File: src/rtl/data_package_src.sv
// ---------------------------------------------------------------------------
// data_package_src
//
// Stages upstream bytes in a small FIFO, grouped into packets (in_last marks
// the final byte). On a start request, every complete packet held in the FIFO
// is sent downstream back-to-back, one byte per cycle. After the last byte of
// the session, done pulses for one cycle.
//
// Oversize packets are caught here. If the FIFO fills without holding a single
// complete packet, nothing could ever be sent, so the block would deadlock.
// In that case the FIFO is flushed and len_err is set. The remaining bytes of
// the offending packet are then swallowed, up to and including its last byte.
//
// Ports
//   clk       : sole clock, rising edge
//   rst_n     : synchronous active-low reset
//   in_vld    : upstream byte valid
//   in_rdy    : staging FIFO can accept (registered !full)
//   in_data   : upstream byte
//   in_type   : packet type (1 high, 0 low), sampled on the first byte
//   in_last   : final byte of a packet
//   start     : single-cycle request to open a transmit session
//   wen       : downstream write enable, high on every byte-carrying cycle
//   pkg_in    : downstream byte
//   pkg_type  : downstream packet type, constant across a packet
//               (named pkg_type because "type" is a reserved word)
//   sent_num  : bytes sent in the current/last session (wraps)
//   done      : one-cycle pulse at session end
//   len_err   : sticky packet-length violation flag
// ---------------------------------------------------------------------------
module data_package_src #(
  parameter int DATA_WIDTH = 8,
  parameter int ADDR_WIDTH = 7,
  parameter int FIFO_DEPTH = 16
) (
  input  logic                  clk,
  input  logic                  rst_n,
  input  logic                  in_vld,
  output logic                  in_rdy,
  input  logic [DATA_WIDTH-1:0] in_data,
  input  logic                  in_type,
  input  logic                  in_last,
  input  logic                  start,
  output logic                  wen,
  output logic [DATA_WIDTH-1:0] pkg_in,
  output logic                  pkg_type,
  output logic [ADDR_WIDTH-1:0] sent_num,
  output logic                  done,
  output logic                  len_err
);

  localparam int PTR_W = $clog2(FIFO_DEPTH);
  localparam int CNT_W = PTR_W + 1;
  localparam int ENT_W = DATA_WIDTH + 2;

  localparam logic [CNT_W-1:0]      CNT_ZERO = CNT_W'(0);
  localparam logic [CNT_W-1:0]      CNT_ONE  = CNT_W'(1);
  localparam logic [CNT_W-1:0]      DEPTH_C  = CNT_W'(FIFO_DEPTH);
  localparam logic [PTR_W-1:0]      PTR_ZERO = PTR_W'(0);
  localparam logic [PTR_W-1:0]      PTR_ONE  = PTR_W'(1);
  localparam logic [ADDR_WIDTH-1:0] NUM_ZERO = ADDR_WIDTH'(0);
  localparam logic [ADDR_WIDTH-1:0] NUM_ONE  = ADDR_WIDTH'(1);
  localparam logic [DATA_WIDTH-1:0] DATA_ZERO = DATA_WIDTH'(0);
  localparam logic [3:0]            LEN_ZERO = 4'd0;
  localparam logic [3:0]            LEN_MIN  = 4'd4;
  localparam logic [3:0]            LEN_MAX  = 4'd10;
  localparam logic [3:0]            LEN_SAT  = 4'd15;

  typedef enum logic [1:0] {
    ST_IDLE = 2'd0,
    ST_SEND = 2'd1,
    ST_DONE = 2'd2
  } state_t;

  // Packet-length counter increment that sticks at its maximum.
  function automatic logic [3:0] len_sat_inc(input logic [3:0] len);
    if (len == LEN_SAT) begin
      return LEN_SAT;
    end else begin
      return len + 4'd1;
    end
  endfunction

  // Staging storage: entry = {last, type, data}
  logic [ENT_W-1:0]      mem_r [FIFO_DEPTH];
  logic [PTR_W-1:0]      wr_ptr_r;
  logic [PTR_W-1:0]      rd_ptr_r;
  logic [CNT_W-1:0]      count_r;
  logic [CNT_W-1:0]      count_nxt_s;
  logic [CNT_W-1:0]      pkt_cnt_r;
  logic [CNT_W-1:0]      pkt_cnt_nxt_s;
  logic                  in_rdy_r;
  logic                  discard_r;
  logic [3:0]            in_len_r;
  logic [3:0]            len_inc_s;
  logic                  in_type_r;
  logic                  len_err_r;

  state_t                state_r;
  state_t                state_nxt_s;

  logic                  wen_r;
  logic [DATA_WIDTH-1:0] pkg_in_r;
  logic                  type_r;
  logic [ADDR_WIDTH-1:0] sent_num_r;
  logic                  done_r;
  logic                  out_first_r;

  logic                  accept_s;
  logic                  push_s;
  logic                  pop_s;
  logic                  flush_s;
  logic                  push_last_s;
  logic                  pop_last_s;
  logic                  session_start_s;
  logic                  wr_type_s;
  logic [ENT_W-1:0]      wr_entry_s;
  logic [ENT_W-1:0]      rd_entry_s;
  logic                  rd_last_s;
  logic                  rd_type_s;
  logic [DATA_WIDTH-1:0] rd_data_s;

  // Handshake and FIFO access strobes.
  always_comb begin
    accept_s    = in_vld && in_rdy_r;
    // While discarding an oversize tail, bytes are accepted but not stored.
    push_s      = accept_s && !discard_r;
    // Only the SEND state pops, and it is only entered with a complete packet staged.
    pop_s       = (state_r == ST_SEND);
    // A full FIFO with no complete packet can never drain.
    flush_s     = (count_r == DEPTH_C) && (pkt_cnt_r == CNT_ZERO);
    wr_type_s   = (in_len_r == LEN_ZERO) ? in_type : in_type_r;
    wr_entry_s  = {in_last, wr_type_s, in_data};
    rd_entry_s  = mem_r[rd_ptr_r];
    rd_last_s   = rd_entry_s[ENT_W-1];
    rd_type_s   = rd_entry_s[ENT_W-2];
    rd_data_s   = rd_entry_s[DATA_WIDTH-1:0];
    push_last_s = push_s && in_last;
    pop_last_s  = pop_s && rd_last_s;
    len_inc_s   = len_sat_inc(in_len_r);
    session_start_s = (state_r == ST_IDLE) && start && (pkt_cnt_r != CNT_ZERO);
  end

  // Next FIFO occupancy and complete-packet count.
  always_comb begin
    count_nxt_s   = count_r;
    pkt_cnt_nxt_s = pkt_cnt_r;
    if (flush_s) begin
      count_nxt_s   = CNT_ZERO;
      pkt_cnt_nxt_s = CNT_ZERO;
    end else begin
      if (push_s && !pop_s) begin
        count_nxt_s = count_r + CNT_ONE;
      end else if (pop_s && !push_s) begin
        count_nxt_s = count_r - CNT_ONE;
      end else begin
        count_nxt_s = count_r;
      end
      if (push_last_s && !pop_last_s) begin
        pkt_cnt_nxt_s = pkt_cnt_r + CNT_ONE;
      end else if (pop_last_s && !push_last_s) begin
        pkt_cnt_nxt_s = pkt_cnt_r - CNT_ONE;
      end else begin
        pkt_cnt_nxt_s = pkt_cnt_r;
      end
    end
  end

  // FIFO storage write port (data only, no reset needed).
  always_ff @(posedge clk) begin
    if (push_s) begin
      mem_r[wr_ptr_r] <= wr_entry_s;
    end
  end

  // FIFO control, input packet tracking, and length-error detection.
  always_ff @(posedge clk) begin
    if (!rst_n) begin
      wr_ptr_r  <= PTR_ZERO;
      rd_ptr_r  <= PTR_ZERO;
      count_r   <= CNT_ZERO;
      pkt_cnt_r <= CNT_ZERO;
      in_rdy_r  <= 1'b1;
      discard_r <= 1'b0;
      in_len_r  <= LEN_ZERO;
      in_type_r <= 1'b0;
      len_err_r <= 1'b0;
    end else begin
      count_r   <= count_nxt_s;
      pkt_cnt_r <= pkt_cnt_nxt_s;
      // Registered full flag, so in_rdy never depends combinationally on pop.
      in_rdy_r  <= (count_nxt_s != DEPTH_C);
      if (flush_s) begin
        wr_ptr_r  <= PTR_ZERO;
        rd_ptr_r  <= PTR_ZERO;
        discard_r <= 1'b1;
        in_len_r  <= LEN_ZERO;
        len_err_r <= 1'b1;
      end else begin
        if (push_s) begin
          wr_ptr_r <= wr_ptr_r + PTR_ONE;
        end
        if (pop_s) begin
          rd_ptr_r <= rd_ptr_r + PTR_ONE;
        end
        if (accept_s && discard_r && in_last) begin
          discard_r <= 1'b0;
        end
        if (push_s) begin
          if (in_len_r == LEN_ZERO) begin
            in_type_r <= in_type;
          end
          if (in_last) begin
            in_len_r <= LEN_ZERO;
            if ((len_inc_s < LEN_MIN) || (len_inc_s > LEN_MAX)) begin
              len_err_r <= 1'b1;
            end
          end else begin
            in_len_r <= len_inc_s;
          end
        end
      end
    end
  end

  // Session FSM state register.
  always_ff @(posedge clk) begin
    if (!rst_n) begin
      state_r <= ST_IDLE;
    end else begin
      state_r <= state_nxt_s;
    end
  end

  // Session FSM next-state logic.
  always_comb begin
    state_nxt_s = state_r;
    case (state_r)
      ST_IDLE: begin
        if (session_start_s) begin
          state_nxt_s = ST_SEND;
        end else begin
          state_nxt_s = ST_IDLE;
        end
      end
      ST_SEND: begin
        // A newly completed incoming packet keeps the session running.
        if (pop_last_s && (pkt_cnt_nxt_s == CNT_ZERO)) begin
          state_nxt_s = ST_DONE;
        end else begin
          state_nxt_s = ST_SEND;
        end
      end
      ST_DONE: begin
        state_nxt_s = ST_IDLE;
      end
      default: begin
        state_nxt_s = ST_IDLE;
      end
    endcase
  end

  // Registered downstream outputs. A byte popped in one cycle appears in the next.
  always_ff @(posedge clk) begin
    if (!rst_n) begin
      wen_r       <= 1'b0;
      pkg_in_r    <= DATA_ZERO;
      type_r      <= 1'b0;
      sent_num_r  <= NUM_ZERO;
      done_r      <= 1'b0;
      out_first_r <= 1'b1;
    end else begin
      wen_r  <= pop_s;
      done_r <= (state_r == ST_DONE);
      if (pop_s) begin
        pkg_in_r    <= rd_data_s;
        sent_num_r  <= sent_num_r + NUM_ONE;
        out_first_r <= rd_last_s;
        // Type is taken from a packet's first entry and held through its last byte.
        if (out_first_r) begin
          type_r <= rd_type_s;
        end
      end else if (session_start_s) begin
        sent_num_r <= NUM_ZERO;
      end
    end
  end

  assign in_rdy   = in_rdy_r;
  assign wen      = wen_r;
  assign pkg_in   = pkg_in_r;
  assign pkg_type = type_r;
  assign sent_num = sent_num_r;
  assign done     = done_r;
  assign len_err  = len_err_r;

endmodule

File: config.mk
export PLATFORM = sky130hd
export DESIGN_NAME = data_package_src
export DESIGN_NICKNAME = d
export VERILOG_FILES = /design/src/rtl/data_package_src.sv
export SDC_FILE = /design/constraint.sdc
export NUM_CORES = 1
export LEC_CHECK = 0
export CELL_PAD_IN_SITES_DETAIL_PLACEMENT = 0
export CELL_PAD_IN_SITES_GLOBAL_PLACEMENT = 2
export CORE_MARGIN = 10
export CORE_UTILIZATION = 40
export DETAILED_ROUTE_END_ITERATION = 7
export MAX_ROUTING_LAYER = met4
export PLACE_DENSITY = 0.81
export SLEW_MARGIN = 20
export SYNTH_ARGS = -nofsm -noshare
export SYNTH_HDL_FRONTEND = slang
export SYNTH_SLANG_ARGS = --single-unit
export TNS_END_PERCENT = 5
File: constraint.sdc
create_clock -name clk -period 3.6 [get_ports clk]
set_clock_uncertainty 0.2 [all_clocks]
set_input_delay 1.08 -clock clk [delete_from_list [all_inputs] [get_ports clk]]
set_output_delay 1.08 -clock clk [all_outputs]
set_load 0.01 [all_outputs]
==> results of run 1 <==
==> per-stage QoR <==
step	setup slack [ns]	util [%]	area, um2
2_1_floorplan	0.528	-	8560
3_3_place_gp	0.353	44.5	9360
3_5_place_dp	0.325	44.5	9360
4_1_cts	0.723	48.4	10200
5_1_grt	0.559	48.4	10200
6_report	0.793	48.4	10200
==> how the worst max path moves through the flow <==
| stage | from | end | depth (start not counted) |
|---|---|---|---|
| after floorplan | in_vld | mem_r[0][0]$_DFFE_PP_ | 4 |
| after global placement | in_vld | in_rdy$_SDFF_PN1_ | 6 |
| after detailed placement | in_vld | in_rdy$_SDFF_PN1_ | 6 |
| after CTS | flip-flop | pkt_cnt_r[1]$_SDFF_PN0_ | 7 |
| after global routing | flip-flop | pkt_cnt_r[1]$_SDFF_PN0_ | 7 |
| final | pkt_cnt_r[0]$_SDFF_PN0_ | state_r[1]$_SDFF_PN0_ | 8 |
==> per-layer routing <==
layer | GRT usage (%) | wire length (um) | share of wire, %
met5 | - | 0 | 0
met3 | 2.30 | 898 | 5.1
met1 | 17.1 | 7960 | 45
met4 | 3.51 | 273 | 1.6
met2 | 20.2 | 8440 | 48
==> registers in the layout, summed over array words and instances, names as in the netlist, named ones only <==
signal / count
sent_num: 7
pkt_cnt_r: 5
count_r: 5
len_err: 1
in_len_r: 4
rd_ptr_r: 4
wen: 1
pkg_in: 8
pkg_type: 1
state_r: 2
mem_r: 160
in_type_r: 1
out_first_r: 1
discard_r: 1
wr_ptr_r: 4
done: 1
in_rdy: 1
==> kinds of logic after synthesis <==
logic type	count (synthesis)	share of synthesized area, %
AO/OA/AOI/OAI	69	5.23
multiplexers	57	13.6
flip-flops	211	68.1
AND/OR/NAND/NOR	144	7.86
XOR/XNOR	11	1.13
adder cells (fa/ha/maj)	14	2.02
buffers and inverters	43	2.13
==> cell type report <==
class / instances / area, um2 / area share, %
Tap cell: 275 / 344 / 3.38
Inverter: 13 / 48.8 / 0.480
Clock buffer: 25 / 583 / 5.73
Clock inverter: 17 / 231 / 2.27
Timing Repair Buffer: 67 / 586 / 5.76
Sequential cell: 211 / 5830 / 57.3
Multi-Input combinational cell: 295 / 2550 / 25.1
==> power groups by stage <==
stage / sequential, mW / clock, mW / combinational [mW]
finish: 2.90 / 2.50 / 1.36
global route: 2.92 / 2.65 / 1.50
CTS: 2.90 / 2.56 / 1.38
detailed placement: 2.95 / 0 / 1.37
floorplan: 2.91 / 0 / 1.00
global placement: 2.95 / 0 / 1.35
==> worst register-to-register path, cell delays in order (launching register included) <==
cell and delay, ns:
dfxtp_1 0.39, inv_1 0.09, ha_1 0.23, nand2b_4 0.07
or3_4 0.36, or4_1 0.65, a31o_1 0.27, a2111oi_4 0.34
and2_1 0.16
==> placed cells by master, fill, tap and decap left out, drive strengths merged, types with 13 or more instances in the layout <==
cell type / Yosys / layout
buf: 15 / 34
clkbuf: 15 / 25
dfxtp: 51 / 51
nor2: 47 / 47
ha: 13 / 13
nand2: 46 / 46
inv: 13 / 15
a21oi: 28 / 28
clkdlybuf4s50: 0 / 33
mux4: 47 / 47
edfxtp: 160 / 160
==> flow_metrics.tcl, run 1 <==
set metrics [dict create \
    period_share_pct 78.0 \
    worst_path_largest_cell_delay_ns 0.65 \
    leakage_nw 3.36 \
    synth_nets 576 \
    synth_seq_area_share_pct 68.1 \
    cp_max_fo 7 \
    clk_latency_ns 0.52 \
    cts_hold_buf 0 \
    synthCells 549 \
    yosysTopAreaCellShare_pct 56.1 \
    critPathCaptureType "flip-flop" \
    track_usage_pct 12.9 \
    grt_pass1_wl_um 28300 \
    firstDrtPassIters 4 \
    totalWireLength_um 17600 \
    fill_cells 1715 \
    swShare_pct 26.5 \
    worst_pin_slew_ns 0.632 \
    crit_family "simple AND/OR/NAND/NOR gates" \
    synth_most_common_cell "edfxtp_1" \
    drtAntennaViolNets 0 \
    reg2reg_to "state_r[1]$_SDFF_PN0_" \
    drtIter0Drc 453 \
    yosys_warnings 0 \
    tns_ns 0 \
    p_comb_share_pct 20.1 \
    initial_utilization_pct 40.7 \
    postCtsSetupRepairBufs 0 \
    crit_chain "inv_1, ha_1, nand2b_4, or3_4, or4_1, a31o_1, a2111oi_4, and2_1" \
    worst-path-buf-inv 1 \
    drive_above_1_share_pct 20.2 \
    hp-class "reg2reg" \
    synth_area_leaders "edfxtp_1 (56%), mux4_2 (12%), dfxtp_1 (12%)" \
    ys.flop_type "edfxtp_1" \
    die_height_um 166 \
    worstPathArrival_ns 3.06 \
    holdWs_ns 0.254 \
    hp-start "pkg_type$_SDFFE_PN0P_" \
    hold_violations 0 \
    p_clk_share_pct 37.0 \
    path_class "reg2reg" \
    place_congestion 0.803 \
    dp_hpwl_um 11600 \
    setup_viol 0 \
    r2r_start "pkt_cnt_r[0]$_SDFF_PN0_" \
    holdPathStages 2 \
    port-buffer-count 33 \
    ir_drop_mv 0.277 \
    grt_remaining_overflow 0 \
    coreArea_um2 21000 \
    avgSynthCellArea_um2 15.6 \
    nNetsFinal 638 \
    drc_errors 0 \
    synthArstFlopShare_pct 0 \
    grt_pass1_vias 4917 \
    switchingPower_mw 1.79 \
    root_buffer "clkbuf_16" \
    final_cells 903 \
    netlist-cell-type-count 53 \
    maxCapViolCount 0 \
    status "completed" \
    cts_tree "built" \
    max_slew_margin_pct 57.7 \
    critical-path-slowest-cell "or4_1" \
    path_clk_slew_ns 0.06 \
    clock_path_buffers 3 \
    io_pins 34 \
    power_frac_seq_pct 42.9 \
    cts_buffers 23 \
    fmax_ghz 0.356 \
    die_x_um 166 \
    layout_min_cycle_time_ns 2.81 \
    reg2reg_slack_ns 0.79 \
    rsz0062_at_grt "false" \
    post_drt_via_cell_ratio 5.35 \
    p_int_mw 4.97 \
    vias 4831 \
    clock_sink_count 211 \
    antenna_found_initial 0 \
    cp.required_ns 3.85 \
    ys_seq_elements 211 \
    dp.cells 861 \
    start_kind "flip-flop" \
    reg2regPathDepth 8 \
    synth_edf_count 160 \
    power_density_nw_per_um2 665 \
    rows 53 \
    wl_per_cell_um 19.5 \
    holdPathEnd "pkg_type$_SDFFE_PN0P_" \
    htreeDepth 1 \
    p_total_mw 6.76 \
    die_area_um2 27700 \
    syn2layout_area_growth_pct 18.9 \
    diodes 0 \
    slew_viol_final 0 \
    synth_common_cells "edfxtp_1 (160), dfxtp_1 (51), mux4_2 (47), nor2_1 (47), nand2_1 (46)" \
    cts.repair.resized 0 \
    grt_max_degree 40 \
    synth_area_um2 8560 \
    synth_largest_area_cell "edfxtp_1" \
]
Power figures use the tool's default switching activity.
==> run 2: changes to the inputs <==
--- a/config.mk
+++ b/config.mk
@@ -11,7 +11,7 @@
 export CORE_UTILIZATION = 40
 export DETAILED_ROUTE_END_ITERATION = 7
 export MAX_ROUTING_LAYER = met4
-export PLACE_DENSITY = 0.81
+export PLACE_DENSITY = 0.83
 export SLEW_MARGIN = 20
 export SYNTH_ARGS = -nofsm -noshare
 export SYNTH_HDL_FRONTEND = slang
==> constraint.sdc (replaced) <==
create_clock -name clk -period 2.3 [get_ports clk]
set_clock_uncertainty 0.2 [all_clocks]
set_input_delay 0.69 -clock clk [delete_from_list [all_inputs] [get_ports clk]]
set_output_delay 0.69 -clock clk [all_outputs]
set_load 0.01 [all_outputs]
==> flow_metrics.tcl, run 2 (synthesis gave the netlist of run 1 again) <==
set metrics [dict create \
    initial_utilization_pct 40.7 \
    start_kind "flip-flop" \
    wl_per_cell_um 19.6 \
    layout_min_cycle_time_ns 2.26 \
    drtIter0Drc 479 \
    path_class "reg2out" \
    diodes 0 \
    final_cells 951 \
    nNetsFinal 687 \
    power_frac_seq_pct 42.3 \
    grt_remaining_overflow 0 \
    fill_cells 1681 \
    die_height_um 166 \
    rsz0062_at_grt "true" \
    grt_pass1_vias 5246 \
    rows 53 \
    switchingPower_mw 2.80 \
    slew_viol_final 0 \
    drtAntennaViolNets 0 \
    critPathLaunch "len_err$_SDFFE_PN0P_" \
    root_buffer "clkbuf_16" \
    clock_sink_count 211 \
    cp_max_fo 2 \
    cts_tree "built" \
    status "completed" \
    utilization_pct 50.4 \
    cts_buffers 22 \
    track_usage_pct 13.6 \
    multi_input_area_um2 2600 \
    clk_latency_ns 0.50 \
    fmax_ghz 0.443 \
    grt_pass1_wl_um 29600 \
    drive_above_1_share_pct 28.3 \
    syn2layout_area_growth_pct 23.8 \
    p_clk_share_pct 33.6 \
    reg2reg_to "pkg_in[4]$_SDFFE_PN0P_" \
    path_clk_slew_ns 0.06 \
    antenna_found_initial 0 \
    vias 5055 \
    regArea_um2 5830 \
    port-buffer-count 33 \
    dp_hpwl_um 12500 \
    critPathCapture "len_err" \
    cp_num_cells 1 \
    setup_viol 0 \
    reg2regPathDepth 6 \
    routed.top_layer "met4" \
    hp-class "reg2reg" \
    critPathCaptureType "output pin" \
    drt-met1-wl_um 7880 \
    wl_met3_um 945 \
    maxCapViolCount 0 \
    totalWireLength_um 18600 \
    worst-path-buf-inv 1 \
    drc_errors 0 \
    place_congestion 0.931 \
    leakage_nw 3.75 \
    worst_slack_ns 0.0413 \
    reg2reg_slack_ns 0.06 \
    htreeDepth 1 \
    crit_family "buffers and inverters" \
    largest_reg_flops 160 \
    max_slew_margin_pct 62.5 \
    coreArea_um2 21000 \
    post_drt_via_cell_ratio 5.32 \
    io_pins 34 \
    worst_pin_slew_ns 0.560 \
    top_register "mem_r" \
    worstPathArrival_ns 1.37 \
    final_cell_mix "edfxtp_1 (160), buf_4 (78), nor2_1 (47), mux4_2 (47), dfxtp_1 (46)" \
    layout.cells.most_common "edfxtp_1" \
    p_comb_share_pct 24.1 \
    wl_met2_um 9370 \
    dp.cells 910 \
    tns_ns 0 \
    grt_max_degree 37 \
    clock_path_buffers 3 \
    critical-path-slowest-cell "clkdlybuf4s50_1" \
    ir_drop_mv 0.431 \
    worst_path_largest_cell_delay_ns 0.55 \
    swShare_pct 26.3 \
    cp.required_ns 1.41 \
    crit_chain "clkdlybuf4s50_1" \
    preCtsSetupSlack_ns -0.428 \
    power_density_nw_per_um2 1010 \
    firstDrtPassIters 6 \
    p_int_mw 7.86 \
    period_share_pct 98.2 \
    holdPathStages 2 \
    hold_violations 0 \
    die_x_um 166 \
    die_area_um2 27700 \
]
run 2: worst min-delay path by stage:
stage	to	from	slack, ns
after global placement	done$_SDFF_PN0_	state_r[0]$_SDFF_PN0_	0.24
final	pkg_in[3]$_SDFFE_PN0P_	pkg_in[3]$_SDFFE_PN0P_	0.26
after floorplan	done$_SDFF_PN0_	state_r[0]$_SDFF_PN0_	0.22
after CTS	pkg_in[3]$_SDFFE_PN0P_	pkg_in[3]$_SDFFE_PN0P_	0.25
after detailed placement	pkg_in[3]$_SDFFE_PN0P_	pkg_in[3]$_SDFFE_PN0P_	0.25
after global routing	pkg_in[1]$_SDFFE_PN0P_	pkg_in[1]$_SDFFE_PN0P_	0.28
run 2: final cells by class:
cell class | count | share of cell area [%]
flip-flops and latches | 211 | 55.1
multi-input cells | 295 | 24.5
repair buffers | 117 | 9.65
clock buffers | 31 | 5.99
well taps | 275 | 3.25
clock inverters | 9 | 1.09
inverters | 13 | 0.461
run 2: layer usage:
layer  track usage (%)  vias up
li1                  -     2340
met1              16.8     2544
met2              22.6      137
met3              2.32       34
met4              4.12        0
met5                 -        -
run 2: stage by stage:
step	area, um2	power [mW]	hold slack, ns
global placement	9800	7.06	0.238
detailed placement	9800	7.12	0.247
floorplan	8580	6.13	0.221
CTS	10600	10.8	0.255
global route	10600	11.2	0.283
finish	10600	10.7	0.256
run 2: power groups by stage:
stage               clock network [mW]  logic (mW)  registers, mW
floorplan                            0        1.58           4.56
global placement                     0        2.49           4.57
detailed placement                   0        2.53           4.59
CTS                               3.66        2.59           4.51
global route                      3.81        2.84           4.54
finish                            3.58        2.57           4.51
run 2: timing repair:
action	in CTS	in global routing
resized for setup	17	10
hold buffers	0	0
buffers inserted	1	0
setup endpoints to repair	39	36
pin swaps	5	3
